<file path="src/rtl/branch_resolve_unit.sv">
// +----------------------------------------------------------------------------+
// | branch_resolve_unit: ID-stage BEQ/BNE hazard stall sequencing, resolution, |
// | comparator forward selects and saturating branch statistics. Rev 1.0        |
// +----------------------------------------------------------------------------+
`default_nettype none

module branch_resolve_unit #(
  parameter int REG_ADDR  = 5,
  parameter int CNT_WIDTH = 16
) (
  input  logic                 clk_i,
  input  logic                 rst_ni,
  input  logic                 beq_id_i,
  input  logic                 bne_id_i,
  input  logic                 equal_i,
  input  logic [REG_ADDR-1:0]  rs_id_i,
  input  logic [REG_ADDR-1:0]  rt_id_i,
  input  logic                 reg_write_ex_i,
  input  logic                 mem_to_reg_ex_i,
  input  logic [REG_ADDR-1:0]  write_reg_ex_i,
  input  logic                 reg_write_mem_i,
  input  logic                 mem_to_reg_mem_i,
  input  logic [REG_ADDR-1:0]  write_reg_mem_i,
  output logic                 stall_o,
  output logic                 flush_id_ex_o,
  output logic                 pc_src_o,
  output logic                 flush_if_id_o,
  output logic                 fwd_a_id_o,
  output logic                 fwd_b_id_o,
  output logic [CNT_WIDTH-1:0] br_count_o,
  output logic [CNT_WIDTH-1:0] taken_count_o
);

  typedef enum logic [0:0] {
    IDLE = 1'b0,
    HOLD = 1'b1
  } state_e;

  state_e               state_q, state_d;
  logic [CNT_WIDTH-1:0] br_count_q, br_count_d;
  logic [CNT_WIDTH-1:0] taken_count_q, taken_count_d;

  // Register 0 is hard-wired, so it can neither hazard nor be forwarded.
  function automatic logic reg_match(input logic [REG_ADDR-1:0] x,
                                     input logic [REG_ADDR-1:0] r);
    return (x == r) && (r != '0);
  endfunction

  logic w_br, w_hz_alu, w_hz_load, w_need2, w_hz, w_taken, w_resolve;

  assign w_br      = beq_id_i | bne_id_i;
  assign w_hz_alu  = reg_write_ex_i &
                     (reg_match(write_reg_ex_i, rs_id_i) | reg_match(write_reg_ex_i, rt_id_i));
  assign w_hz_load = reg_write_mem_i & mem_to_reg_mem_i &
                     (reg_match(write_reg_mem_i, rs_id_i) | reg_match(write_reg_mem_i, rt_id_i));
  assign w_need2   = w_hz_alu & mem_to_reg_ex_i;
  assign w_hz      = w_br & (w_hz_alu | w_hz_load);
  // BEQ wins when both decodes are (illegally) asserted.
  assign w_taken   = (beq_id_i & equal_i) | (bne_id_i & ~beq_id_i & ~equal_i);
  assign w_resolve = (state_q == IDLE) & w_br & ~w_hz;

  assign fwd_a_id_o = reg_write_mem_i & ~mem_to_reg_mem_i & reg_match(write_reg_mem_i, rs_id_i);
  assign fwd_b_id_o = reg_write_mem_i & ~mem_to_reg_mem_i & reg_match(write_reg_mem_i, rt_id_i);

  always_comb begin
    state_d       = state_q;
    stall_o       = 1'b0;
    flush_id_ex_o = 1'b0;
    pc_src_o      = 1'b0;
    flush_if_id_o = 1'b0;
    unique case (state_q)
      IDLE: begin
        if (w_hz) begin
          stall_o       = 1'b1;
          flush_id_ex_o = 1'b1;
          state_d       = w_need2 ? HOLD : IDLE;
        end else if (w_br) begin
          pc_src_o      = w_taken;
          flush_if_id_o = w_taken;
        end
      end
      HOLD: begin
        // Second load-use bubble; the branch re-evaluates once back in IDLE.
        stall_o       = 1'b1;
        flush_id_ex_o = 1'b1;
        state_d       = IDLE;
      end
      default: state_d = IDLE;
    endcase
  end

  always_comb begin
    br_count_d    = br_count_q;
    taken_count_d = taken_count_q;
    if (w_resolve) begin
      if (br_count_q != '1) br_count_d = br_count_q + CNT_WIDTH'(1);
      if (w_taken && (taken_count_q != '1)) taken_count_d = taken_count_q + CNT_WIDTH'(1);
    end
  end

  always_ff @(posedge clk_i or negedge rst_ni) begin
    if (!rst_ni) begin
      state_q       <= IDLE;
      br_count_q    <= '0;
      taken_count_q <= '0;
    end else begin
      state_q       <= state_d;
      br_count_q    <= br_count_d;
      taken_count_q <= taken_count_d;
    end
  end

  assign br_count_o    = br_count_q;
  assign taken_count_o = taken_count_q;

endmodule

`default_nettype wire
</file>
<file path="config.mk">
export PLATFORM = sky130hd
export DESIGN_NAME = branch_resolve_unit
export DESIGN_NICKNAME = d
export VERILOG_FILES = /design/src/rtl/branch_resolve_unit.sv
export SDC_FILE = /design/constraint.sdc
export NUM_CORES = 1
export LEC_CHECK = 0
export CAP_MARGIN = 20
export CELL_PAD_IN_SITES_DETAIL_PLACEMENT = 1
export CELL_PAD_IN_SITES_GLOBAL_PLACEMENT = 1
export CORE_ASPECT_RATIO = 1.1
export CORE_MARGIN = 2
export CORE_UTILIZATION = 36
export DETAILED_ROUTE_END_ITERATION = 8
export HOLD_SLACK_MARGIN = 0.02
export PLACE_DENSITY = 0.82
export SETUP_SLACK_MARGIN = 0.02
export SLEW_MARGIN = 10
export SYNTH_ARGS = -nofsm -noshare
export SYNTH_HDL_FRONTEND = slang
export SYNTH_SLANG_ARGS = --single-unit
</file>
<file path="constraint.sdc">
create_clock -name clk_i -period 7.7 [get_ports clk_i]
set_input_delay 2.31 -clock clk_i [delete_from_list [all_inputs] [get_ports clk_i]]
set_output_delay 2.31 -clock clk_i [all_outputs]
set_load 0.03 [all_outputs]
</file>
==> flow_summary.yaml, run 1 <==
run_status:
  status: "complete, no violations"
drt:
  via_per_inst: 5.19
  finalWirelength_um: 5400
  wire_per_inst_um: 15.6
  drtIter0Drc: 63
  ant_nets: 0
  drc_errors: 0
  vias: 1797
  drt-pass1-iter-count: 4
critical_path:
  startpoint_type: "input port"
  crit_arrival_ns: 4.97
  worstPathRequired_ns: 5.39
  endpoint_kind: "output pin"
  critical_path_class: "in2out"
  worstPathMaxFanout: 2
final_layout:
  antennaDiodeCount: 0
  area_growth_pct: 43.5
  fin_util_pct: 53.1
  final_nets: 301
  num-fill-cells: 629
  drive_gt1_share_pct: 7.38
  final_cell_area_um2: 2830
power:
  power_frac_comb_pct: 40.0
  p_total_mw: 0.730
  p_seq_share_pct: 36.4
  p_per_area_nw_per_um2: 258
  clkPwrFrac_pct: 23.5
  ir_worst_vdd_mv: 0.142
  netSwitchingPower_mw: 0.274
  static-leakage-power_nw: 1.16
  switching_share_pct: 37.5
  cell_internal_pwr_mw: 0.456
yosys:
  ys_top_cells_by_area: "dfrtp_1 (42%), xnor2_1 (12%), xor2_1 (9.3%)"
  synth_area_um2: 1970
  yosysSeqAreaShare_pct: 41.9
  postSynthAreaPerCell_um2: 9.80
  synth_enable_flop_cells: 0
  synth_cell_types: 32
  synth_most_common_cell: "dfrtp_1"
  ys_async_sr_fraction_pct: 100
  synth_top_area_share_pct: 41.9
  ys_seq_elements: 33
  ys_warn_count: 0
  ys_dominant_reg_cell: "dfrtp_1"
  synth_commonest_cells: "dfrtp_1 (33), xnor2_1 (26), xor2_1 (21)"
  synth_top_cell_by_area: "dfrtp_1"
  synth_nets: 232
  synth_cells: 201
clock_tree:
  cts.clk_slew.worst_paths_ns: 0.07
  cts.root.buffer_cell: "clkbuf_8"
  cts.sink_count: 33
  post_cts_buffers: 0
  clkLatencyLatePin_ns: 0.29
  cts_max_path_buffers: 2
  cts_hold_buf: 0
  cts_buffers: 5
  cts_resized: 0
  cts_tree: "yes"
  cts_max_level: 2
run:
  maxCapViolations: 0
global_routing:
  grt_pass1_wl_um: 8930
  antenna_found_initial: 0
  grtUsageTotal_pct: 19.3
  gr-total-overflow: 0
  grt_max_degree: 34
  grt_pass1_vias: 1904
hold_path:
  hp-class: "reg2reg"
floorplan:
  die_w_um: 74.5
  std_cell_rows: 28
  dieArea_um2: 6080
  die_h_um: 81.6
  io_pins: 67
  start_util_pct: 37.0
  core_um2: 5330
sta:
  hold_viol: 0
  worst_slew_pin_slew_ns: 0.664
  slew_headroom_pct: 55.4
  fin_crit_ns: 7.28
  setup-tns-final_ns: 0
  rsz0062_at_grt: "no"
  setup_viol: 0
  drv_slew: 0
  max_freq_mhz: 137
  clock_skew_ns: 0.00839
  post-route-period-util_pct: 94.6
placed_design:
  post_dp_cell_area_um2: 2710
  numPortBuffers: 66
  dp_hpwl_um: 4180
  globalplace.congestion: 0.802
==> flip-flops by register name (all words and copies together) (netlist names) <==
signal / flops
br_count_o: 16
state_q: 1
taken_count_o: 16
==> critical path: stages <==
cell and delay (ns):
clkdlybuf4s50_1 0.55, xnor2_1 0.16, nand3_1 0.08, or4_1 0.50, a21o_2 0.24, and2_1 0.18
o21bai_1 0.23, clkdlybuf4s50_1 0.72
==> per-layer routing <==
metal / routed length [um] / up-vias / track usage, %
li1: - / 852 / -
met1: 2130 / 887 / 21.2
met2: 2930 / 53 / 35.8
met3: 261 / 5 / 4.42
met4: 80 / 0 / 7.14
met5: 0 / - / 0
==> cell families after synthesis <==
logic type               after synthesis  synth area share, %
multiplexers                           2                 1.14
adder cells (fa/ha/maj)                2                 1.27
flip-flops                            33                 41.9
AO/OA/AOI/OAI                          9                 3.62
AND/OR/NAND/NOR                       98                 27.5
buffers and inverters                  8                 2.03
XOR/XNOR                              49                 22.5
==> area by class of cell <==
class,instances,area (um2),area share (%)
Multi-Input combinational cell,160,1100,39.1
Clock buffer,7,86.3,3.05
Sequential cell,33,826,29.2
Clock inverter,1,30.0,1.06
Inverter,1,3.75,0.133
Tap cell,75,93.8,3.32
Timing Repair Buffer,69,683,24.2
==> layout by cell type, fill, tap and decap left out, types with 8 or more instances in the layout <==
master,n
and3_1,8
clkdlybuf4s50_1,66
dfrtp_1,33
nand2_1,9
nand3_1,17
nand4_1,15
nor2_1,14
nor3_1,14
xnor2_1,26
xor2_1,21
==> through the flow <==
step,hold WS [ns],std cells,worst slack (ns)
floorplan,0.608,201,0.997
global placement,0.476,338,0.480
detailed placement,0.481,338,0.421
CTS,0.493,346,0.417
global route,0.525,346,0.280
finish,0.483,346,0.418
==> power groups by stage <==
| stage | combinational (mW) | sequential [mW] | clock (mW) |
|---|---|---|---|
| final | 0.292 | 0.266 | 0.172 |
| after global routing | 0.313 | 0.274 | 0.180 |
| after CTS | 0.297 | 0.267 | 0.175 |
| after detailed placement | 0.295 | 0.269 | 0 |
| after global placement | 0.287 | 0.268 | 0 |
| after floorplan | 0.0894 | 0.338 | 0 |
==> final timing paths <==
check | startpoint | slack [ns] | end | cells past startpoint
hold / removal | taken_count_o[6] | 0.48 | taken_count_o[6] | 1
setup reg to reg | taken_count_o[11] | 5.73 | taken_count_o[1] | 5
min in group asynchronous | rst_ni | 2.43 | taken_count_o[9] | 2
max in group asynchronous | rst_ni | 4.96 | taken_count_o[2] | 2
hold reg to reg | taken_count_o[6] | 0.48 | taken_count_o[6] | 1
setup / recovery | write_reg_mem_i[4] | 0.42 | flush_id_ex_o | 8
Power figures use the tool's default switching activity.
==> inputs of run 2 (changes only) <==
--- a/config.mk
+++ b/config.mk
@@ -13,8 +13,9 @@
 export CORE_UTILIZATION = 36
 export DETAILED_ROUTE_END_ITERATION = 8
 export HOLD_SLACK_MARGIN = 0.02
-export PLACE_DENSITY = 0.82
+export PLACE_DENSITY = 0.9
 export SETUP_SLACK_MARGIN = 0.02
+export SKIP_LAST_GASP = 1
 export SLEW_MARGIN = 10
 export SYNTH_ARGS = -nofsm -noshare
 export SYNTH_HDL_FRONTEND = slang
==> constraint.sdc (replaced) <==
create_clock -name clk_i -period 9.2 [get_ports clk_i]
set_input_delay 2.76 -clock clk_i [delete_from_list [all_inputs] [get_ports clk_i]]
set_output_delay 2.76 -clock clk_i [all_outputs]
set_load 0.03 [all_outputs]
==> run 2 against run 1 <==
Net effect:
- worst hold slack gained 0.0052 ns
- flip-flop and latch count is the same
- via count grew 1.3%
- core utilization shrank 0.56 points
- die area is the same
- routed wire length grew 1.3%
- combinational power shrank 17%
- cell count is the same
- critical endpoint is now stall_o
- largest cell class unchanged
- highest routed layer unchanged
==> flow_summary.yaml, run 2 (synthesized netlist as in run 1, its figures left out) <==
clock_tree:
  cts.sink_count: 33
  cts.clk_slew.worst_paths_ns: 0.07
  clkLatencyLatePin_ns: 0.30
  cts_tree: "yes"
  cts_max_path_buffers: 2
  cts.root.buffer_cell: "clkbuf_8"
  cts_hold_buf: 0
  cts_resized: 0
  cts_max_level: 2
  post_cts_buffers: 0
  cts_buffers: 5
floorplan:
  dieArea_um2: 6080
  core_um2: 5330
  die_h_um: 81.6
  io_pins: 67
  start_util_pct: 37.0
  std_cell_rows: 28
  die_w_um: 74.5
hold_path:
  hp-class: "reg2reg"
drt:
  drt-pass1-iter-count: 4
  drtIter0Drc: 62
  vias: 1820
  wire_per_inst_um: 15.8
  finalWirelength_um: 5470
  via_per_inst: 5.26
  drc_errors: 0
  ant_nets: 0
global_routing:
  grtUsageTotal_pct: 19.8
  grt_max_degree: 34
  antenna_found_initial: 0
  grt_pass1_wl_um: 9110
  grt_pass1_vias: 1937
  gr-total-overflow: 0
power:
  p_per_area_nw_per_um2: 206
  p_total_mw: 0.577
  static-leakage-power_nw: 1.15
  ir_worst_vdd_mv: 0.0957
final_layout:
  num-fill-cells: 627
  fin_util_pct: 52.5
  antennaDiodeCount: 0
  final_nets: 301
  final_common_cell: "clkdlybuf4s50_1"
  area_growth_pct: 42.0
  most-common-layout-cells: "clkdlybuf4s50_1 (66), dfrtp_1 (33), xnor2_1 (26), xor2_1 (21), nand3_1 (17)"
  drive_gt1_share_pct: 7.75
critical_path:
  cpMostUsedCell: "clkdlybuf4s50_1"
  reg2regPathDepth: 6
  rr_startpoint: "br_count_o[11]"
  critical_path_class: "in2out"
  endpoint_kind: "output pin"
  startpoint_type: "input port"
  worstPathMaxFanout: 3
  crit_path_end: "stall_o"
  slowest_stage: "clkdlybuf4s50_1"
  worstSetupStartpoint: "rt_id_i[0]"
  cp_cell_sequence: "clkdlybuf4s50_1, xnor2_1, nand3_1, or4_1, a21o_2, and2_1, o21bai_1, clkdlybuf4s50_1"
  reg2reg_to: "br_count_o[8]"
  crit_arrival_ns: 5.41
  r2r_slack_ns: 7.09
  worstPathRequired_ns: 6.44
  cpPeakStageDelay_ns: 0.71
sta:
  slew_headroom_pct: 52.7
  clock_skew_ns: 0.00527
  setup_viol: 0
  rsz0062_at_grt: "no"
  hold_viol: 0
  fin_crit_ns: 8.17
  post-route-period-util_pct: 88.8
  max_freq_mhz: 122
  setup-tns-final_ns: 0
  worst_slew_pin_slew_ns: 0.704
  drv_slew: 0
  holdWs_ns: 0.488
run_status:
  status: "complete, no violations"
placed_design:
  globalplace.congestion: 0.894
  numPortBuffers: 66
  dp_hpwl_um: 4290
run:
  maxCapViolations: 0
-- run 2: cell count changes in the layout (fill, tap and decap cells not counted), sizes merged --
cell	before	now
clkinvlp	0	1
clkinv	0	2
clkbuf	7	5
bufinv	1	0
-- run 2: critical path: cells and delay by family --
kind	cells	cell delay [ns]
buf+inv	2	1.24
simple gates	3	0.78
xor+xnor	1	0.16
compound gates	2	0.47
-- run 2: layout make-up --
| class | count | area, um2 | share of cell area, % |
|---|---|---|---|
| multi-input cells | 160 | 1100 | 39.5 |
| inverters | 1 | 3.75 | 0.134 |
| clock inverters | 3 | 17.5 | 0.626 |
| clock buffers | 5 | 68.8 | 2.46 |
| repair buffers | 69 | 683 | 24.4 |
| flip-flops and latches | 33 | 826 | 29.5 |
| well taps | 75 | 93.8 | 3.35 |
-- run 2: how the worst min path moves through the flow --
stage | depth (start not counted) | end | start
after CTS | 1 | taken_count_o[6] | taken_count_o[6]
after global placement | 1 | taken_count_o[6] | taken_count_o[6]
final | 1 | taken_count_o[6] | taken_count_o[6]
after detailed placement | 1 | taken_count_o[6] | taken_count_o[6]
after floorplan | 3 | br_count_o[0] | state_q
after global routing | 1 | taken_count_o[6] | taken_count_o[6]
-- run 2: routing by layer --
metal,wire [um],track usage [%],vias up
met4,123,7.32,0
met2,2800,35.7,67
li1,-,-,856
met1,2190,22.0,886
met3,358,5.52,11
met5,0,0,-
-- run 2: per-stage QoR --
stage | cell area, um2 | std cells | worst slack [ns]
2_1_floorplan | 1970 | 201 | 1.60
3_3_place_gp | 2710 | 338 | 1.08
3_5_place_dp | 2710 | 338 | 1.02
4_1_cts | 2800 | 346 | 1.02
5_1_grt | 2800 | 346 | 0.884
6_report | 2800 | 346 | 1.03
-- run 2: report_power, final --
group | leakage (nW) | internal [mW] | switching (mW)
Sequential | 0.425 | 0.179 | 0.0452
Combinational | 0.681 | 0.113 | 0.129
Clock | 0.0439 | 0.0522 | 0.0585
